==> src/rtl/data_ram_pkg.sv <==
// Shared constants and address helpers for the data RAM used by load/store instructions.
package data_ram_pkg;

  localparam int DEF_DATA_WIDTH = 32;
  localparam int DEF_DEPTH      = 64;
  localparam int DEF_ADDR_WIDTH = 32;
  localparam int WORD_LSB       = 2;

  // Callers widen addr to 64 bits, so the same helper serves any ADDR_WIDTH up to 64.
  function automatic logic addr_in_range(input logic [63:0] addr, input int unsigned depth);
    return (addr >> WORD_LSB) < {32'd0, depth};
  endfunction

endpackage

==> src/rtl/data_ram_addr_dec.sv <==
// Maps a byte address to a word index, plus in-range and misaligned flags.
module data_ram_addr_dec
  import data_ram_pkg::*;
#(
  parameter int ADDR_WIDTH = DEF_ADDR_WIDTH,
  parameter int DEPTH      = DEF_DEPTH,
  parameter int IDX_W      = $clog2(DEPTH)
) (
  input  logic [ADDR_WIDTH-1:0] addr,
  output logic [IDX_W-1:0]      idx,
  output logic                  in_range,
  output logic                  misaligned
);

  assign idx        = addr[WORD_LSB +: IDX_W];
  assign in_range   = addr_in_range(64'(addr), DEPTH);
  assign misaligned = |addr[WORD_LSB-1:0];

endmodule

==> src/rtl/data_ram_unit.sv <==
// Word-organised data memory: synchronous write, combinational gated read, async clear.
// Optional registered access-error flag `err` when DATA_RAM_UNIT_ERR_EN is defined.
module data_ram_unit
  import data_ram_pkg::*;
#(
  parameter int DATA_WIDTH = DEF_DATA_WIDTH,
  parameter int DEPTH      = DEF_DEPTH,
  parameter int ADDR_WIDTH = DEF_ADDR_WIDTH
) (
  input  logic                  Clock,
  input  logic                  Reset,
  input  logic [ADDR_WIDTH-1:0] addr,
  input  logic [DATA_WIDTH-1:0] datain,
  input  logic                  write,
  input  logic                  read,
  output logic [DATA_WIDTH-1:0] dataout
`ifdef DATA_RAM_UNIT_ERR_EN
  ,
  output logic                  err
`endif
);

  localparam int IDX_W = $clog2(DEPTH);

  if (DEPTH < 4 || (DEPTH & (DEPTH - 1)) != 0) begin : g_bad_depth
    $error("data_ram_unit: DEPTH must be a power of two and at least 4");
  end
  if (ADDR_WIDTH < WORD_LSB + IDX_W || ADDR_WIDTH > 64) begin : g_bad_aw
    $error("data_ram_unit: ADDR_WIDTH cannot cover DEPTH words or exceeds 64");
  end

  logic [IDX_W-1:0]                 idx;
  logic                             in_range;
  logic [DEPTH-1:0][DATA_WIDTH-1:0] mem;

`ifdef DATA_RAM_UNIT_ERR_EN
  logic misaligned;
`else
  logic misaligned_unused;
`endif

  data_ram_addr_dec #(
    .ADDR_WIDTH (ADDR_WIDTH),
    .DEPTH      (DEPTH),
    .IDX_W      (IDX_W)
  ) u_dec (
    .addr       (addr),
    .idx        (idx),
    .in_range   (in_range),
`ifdef DATA_RAM_UNIT_ERR_EN
    .misaligned (misaligned)
`else
    .misaligned (misaligned_unused)
`endif
  );

  // Out-of-range writes are dropped here rather than wrapped onto a low word.
  always_ff @(posedge Clock or posedge Reset) begin
    if (Reset)                 mem      <= '0;
    else if (write && in_range) mem[idx] <= datain;
  end

  // No bypass: a same-cycle write is visible only after the edge.
  assign dataout = (read && in_range) ? mem[idx] : '0;

`ifdef DATA_RAM_UNIT_ERR_EN
  always_ff @(posedge Clock or posedge Reset) begin
    if (Reset) err <= 1'b0;
    else       err <= (read | write) & (~in_range | misaligned);
  end
`endif

endmodule

==> config.mk <==
export PLATFORM = sky130hd
export DESIGN_NAME = data_ram_unit
export DESIGN_NICKNAME = d
export VERILOG_FILES = /design/src/rtl/data_ram_pkg.sv /design/src/rtl/data_ram_addr_dec.sv /design/src/rtl/data_ram_unit.sv
export SDC_FILE = /design/constraint.sdc
export NUM_CORES = 2
export LEC_CHECK = 0
export ABC_AREA = 1
export BUFFER_PORTS_ARGS = -buffer_cell sky130_fd_sc_hd__buf_2
export CAP_MARGIN = 25
export CORE_ASPECT_RATIO = 1.5
export CORE_MARGIN = 4
export CORE_UTILIZATION = 35
export DETAILED_ROUTE_END_ITERATION = 6
export PLACE_DENSITY_LB_ADDON = 0.12
export SYNTH_ARGS = -nofsm -noshare
export SYNTH_HDL_FRONTEND = slang
export SYNTH_SLANG_ARGS = --single-unit
==> constraint.sdc <==
create_clock -name Clock -period 72.7 [get_ports Clock]
set_clock_uncertainty 0.05 [all_clocks]
set_input_delay 7.27 -clock Clock [delete_from_list [all_inputs] [get_ports Clock]]
set_output_delay 7.27 -clock Clock [all_outputs]
set_load 0.02 [all_outputs]
# Word-level counts from Yosys, hierarchy flattened
# Index checks and enable logic that the tools add are counted.
# op_classes
n_mux,6
magnitude_cmp,3
reduce_logical,3
# ops
cell,n
$bwmux W2048,1
$bmux W32 S6,1
$demux W32 S6,1
$mux W32,3
$lt A30 B7 Y1 const B,1
$lt A6 B7 Y1 const B,1
$ge A6 B1 Y1 const B,1
$logic_and A1 B1 Y1,3
# word_totals
regBits,2048
in_bits,68
word_cells,76

# Longest topological paths before layout
# logic_depth
depth_word,5
depth_mapped,15
mapped_depth_nobuf,12

# Modules after synthesis
# Synthesis repeated with hierarchy kept, for this count alone.
# hier_totals
cells_unflattened,13140
area_unflattened_um2,96007.1
# by_module_without_submodules
module,area_per_inst_um2,seq_area_each_um2,cells_each,instances
data_ram_unit,95871.9,51249.2,13112,1
data_ram_addr_dec,135.1,0.0,28,1

# Least setup slack after synthesis
# No wires, ideal clock.
# synth_timing
kind,input-to-output
from,input addr[2]
to,output dataout[0]
arrival_ps,8816
slack_ps,56564
stages,12
n_path_buf,3
t_required_ps,65380
cell_sequence,buf_2 > inv_2 > clkbuf_1 > clkbuf_1 > nor2_1 > o21ai_0 > nand2_1 > nand2_1 > nand2_1 > a21oi_1 > nand2_1 > nor2_1
# synth_between
elab_chain_len,3
# synth_rtl
element,line,source
from (decl),data_ram_unit.sv:12,"input logic [ADDR_WIDTH-1:0] addr,"
$lt A30 B7 Y1 / $bmux W32 S6 (equally long branches),"data_ram_pkg.sv:11, data_ram_unit.sv:64",
$logic_and A1 B1 Y1 / $mux W32 (equally long branches),data_ram_unit.sv:64,assign dataout = (read && in_range) ? mem[idx] : '0;
$mux W32 (*),data_ram_unit.sv:64,
to (decl),data_ram_unit.sv:16,output logic [DATA_WIDTH-1:0] dataout
# Mark *: on every way between the ends. The rest lies on a longest branch, timed or not. The select of a mux whose other input is x is not followed.

# Worst setup path after layout
# layout_timing
from,input addr[2]
to,output dataout[27]
# Same word-level chain as after synthesis.

==> impl_results.md <==
- FILL cells: 27766
- Leakage power: 48.2 nW
- Synth Flop Type: dfrtp_1
- Core area: 0.269 sq mm
- Share of flip-flops with an asynchronous set or reset: 100%
- Placed insts: 15149
- Htree depth: 4
- 1st-pass router iterations: 7
- Initial core utilization: 35.2%
- Synth cell count leaders: nand2_1 (4904), o21ai_0 (2255), dfrtp_1 (2048)
- Min cycle time layout: 20.57 ns
- DRC: 0
- Status: finished clean
- Yosys reg bits: 2048
- Post-DP Area: 0.0980 sq mm
- Layout area overhead: 10.7%
- Pin count of the biggest net entering global routing: 177
- Regs by FF count: mem x2048
- Top-area cell type share of the netlist area: 54.1%
- CP endpoint kind: output pin
- # clock sinks: 2048
- Cts bufs inserted: 213
- Pins Over Slew Limit: 0
- First-pass GRT wire length: 512000 um
- Yosys top cell by area: dfrtp_1
- Nets: 11909
- Max-slew headroom: 20.5%
- Pre-CTS setup slack: 52.14 ns
- Least-Margin Pin Slew: 1.19 ns
- FMAX: 48.6 MHz
- Crit path required time: 65.38 ns
- IO Pins: 100
- Row cnt: 233
- VDD IR max: 0.0183 mV
- Yosys warning total: 0
- Final worst-path cycle share: 28.3%
- ANT nets after route: 0
- Final wirelength: 337000 um
- Cell with the most instances after synthesis: nand2_1
- Setup Total Neg Slack: 0 ns
- CTS Buffer Depth: 4
- Post-Syn Instances: 12316
- Flop2flop setup slack: 71.89 ns
- Crit path kind: in2out
- Vias in the first global route: 78218
- Max FFs per register: 2048
- Via-to-Cell Ratio: 5.14
- Worst-skew pair later-pin latency: 0.85 ns
- All-Layer GR Usage: 24.0%
- Final Hold Viols: 0
- Post-CTS Setup Inserts: 0
- Post-Layout Cell Count: 15529
- CTS root buf: clkbuf_16
- CTS tree: built
- RSZ-0062 raised after global routing: false
- Die Wd: 433 um
- Worst Path Max Fanout: 133
- Die area: 0.279 sq mm
- Synthesized cell area: 0.0948 sq mm
- Max_cap viols: 0
- Top post-synthesis cells by area: dfrtp_1 (54%), nand2_1 (19%), o21ai_0 (12%)
- Post-route cell area: 0.105 sq mm
- Worst Slack Setup Final: 52.13 ns
- Initial antenna violation count: 18
- Post-cts resize count: 0
- Clock slew at reported path FFs: 0.06 ns
- Via count: 79778
- GP Congestion: 0.781
- Port Buffers: 97
- Pwr/cell area: 23.1 mW/mm^2
- Avg Cell Area, Syn: 7.70 sq um
- Post-DP HPWL: 189000 um
- Final setup viols: 0
- Startpoint types: primary input
- Synth Net Count: 12384
- Post-synth EDFFs: 0
- Min-delay worst type: reg2reg
- Initial DRC Count: 6889
- Top reg by flops: mem
- Yosys cell types: 25
- DR WL/cell: 21.7 um
- Register area share after synthesis: 54.1%
- Share of cells above drive strength 1: 6.23%
- Die height: 645 um
- CP arrival: 13.25 ns
- Grt ovf: 0
- Hold-fix buffers, CTS: 0
## layer usage
metal	part of all wire [%]	GRT usage (%)	up-vias	routed length, um
met5	0.0092	0	-	31
met4	2.8	6.29	6	9440
met3	4.7	2.64	501	15800
met2	49	42.1	2035	165000
met1	44	31.6	39154	147000
li1	-	-	38082	-
## path summary, 6_finish.rpt
| path | from | endpoint | cells past startpoint |
|---|---|---|---|
| worst max-delay path | addr[2] | dataout[27] | 15 |
| max in group asynchronous | Reset | mem[1325] | 8 |
| min in group asynchronous | Reset | mem[672] | 2 |
| worst max register to register | mem[868] | mem[868] | 2 |
| worst min register to register | mem[310] | mem[310] | 2 |
| worst min-delay path | mem[310] | mem[310] | 2 |
## critical path: stages
cell and delay [ns]:
buf_8 0.20, inv_8 0.51, buf_4 0.84, buf_4 0.76, buf_4 0.89, buf_4 0.80, nand2_1 0.10, nand3_1 0.12
nand2_1 0.07, nor2_1 0.14, nor2_1 0.08, a21oi_1 0.18, nand3_1 0.16, nor2_1 0.37, buf_2 0.25
## placed cells by master, fill, tap and decap left out, drive strengths merged, types with 5 or more instances in the layout
cell type	synthesis	layout
a21oi	51	51
buf	209	304
bufinv	0	9
clkbuf	785	333
clkinv	32	26
dfrtp	2048	2048
diode	0	5
inv	533	567
nand2	4904	4904
nand3	577	577
nand4	159	159
nor2	669	669
nor3	7	7
o21ai	2331	2331
or2	6	6
## cell type report
type	count	area, sq um	area share (%)
repair buffers	304	2300	2.19
flip-flops and latches	2048	51200	48.8
inverters	565	2150	2.05
well taps	3525	4410	4.20
multi-input cells	8709	37900	36.1
diodes	5	12.5	0.0119
clock buffers	333	6470	6.16
clock inverters	40	452	0.430
## cells by family (layout without fill, tap and decap cells)
group / count (synthesis) / after routing / synth area share, %
buf+inv: 1559 / 1242 / 6.44
compound gates: 2386 / 2386 / 12.6
flops: 2048 / 2048 / 54.1
simple gates: 6323 / 6323 / 26.9
other cells: 0 / 5 / 0
## stage by stage
| stage | hold slack [ns] | total power, W | utilization, % |
|---|---|---|---|
| detailed placement | 0.418 | 0.00133 | 36.4 |
| global placement | 0.409 | 0.00133 | 36.4 |
| CTS | 0.433 | 0.00245 | 39.0 |
| global route | 0.441 | 0.00251 | 39.0 |
| finish | 0.430 | 0.00242 | 39.0 |
| floorplan | 0.395 | 0.00127 | - |
## where the power goes
group	switching [W]	internal, W	total [W]	leakage (nW)
combinational	0.000137	0.0000332	0.000171	16.2
clock	0.000472	0.000638	0.00111	3.41
sequential	0.0000000000217	0.00114	0.00114	28.6
total	0.000609	0.00181	0.00242	48.2
Power figures use the tool's default switching activity.
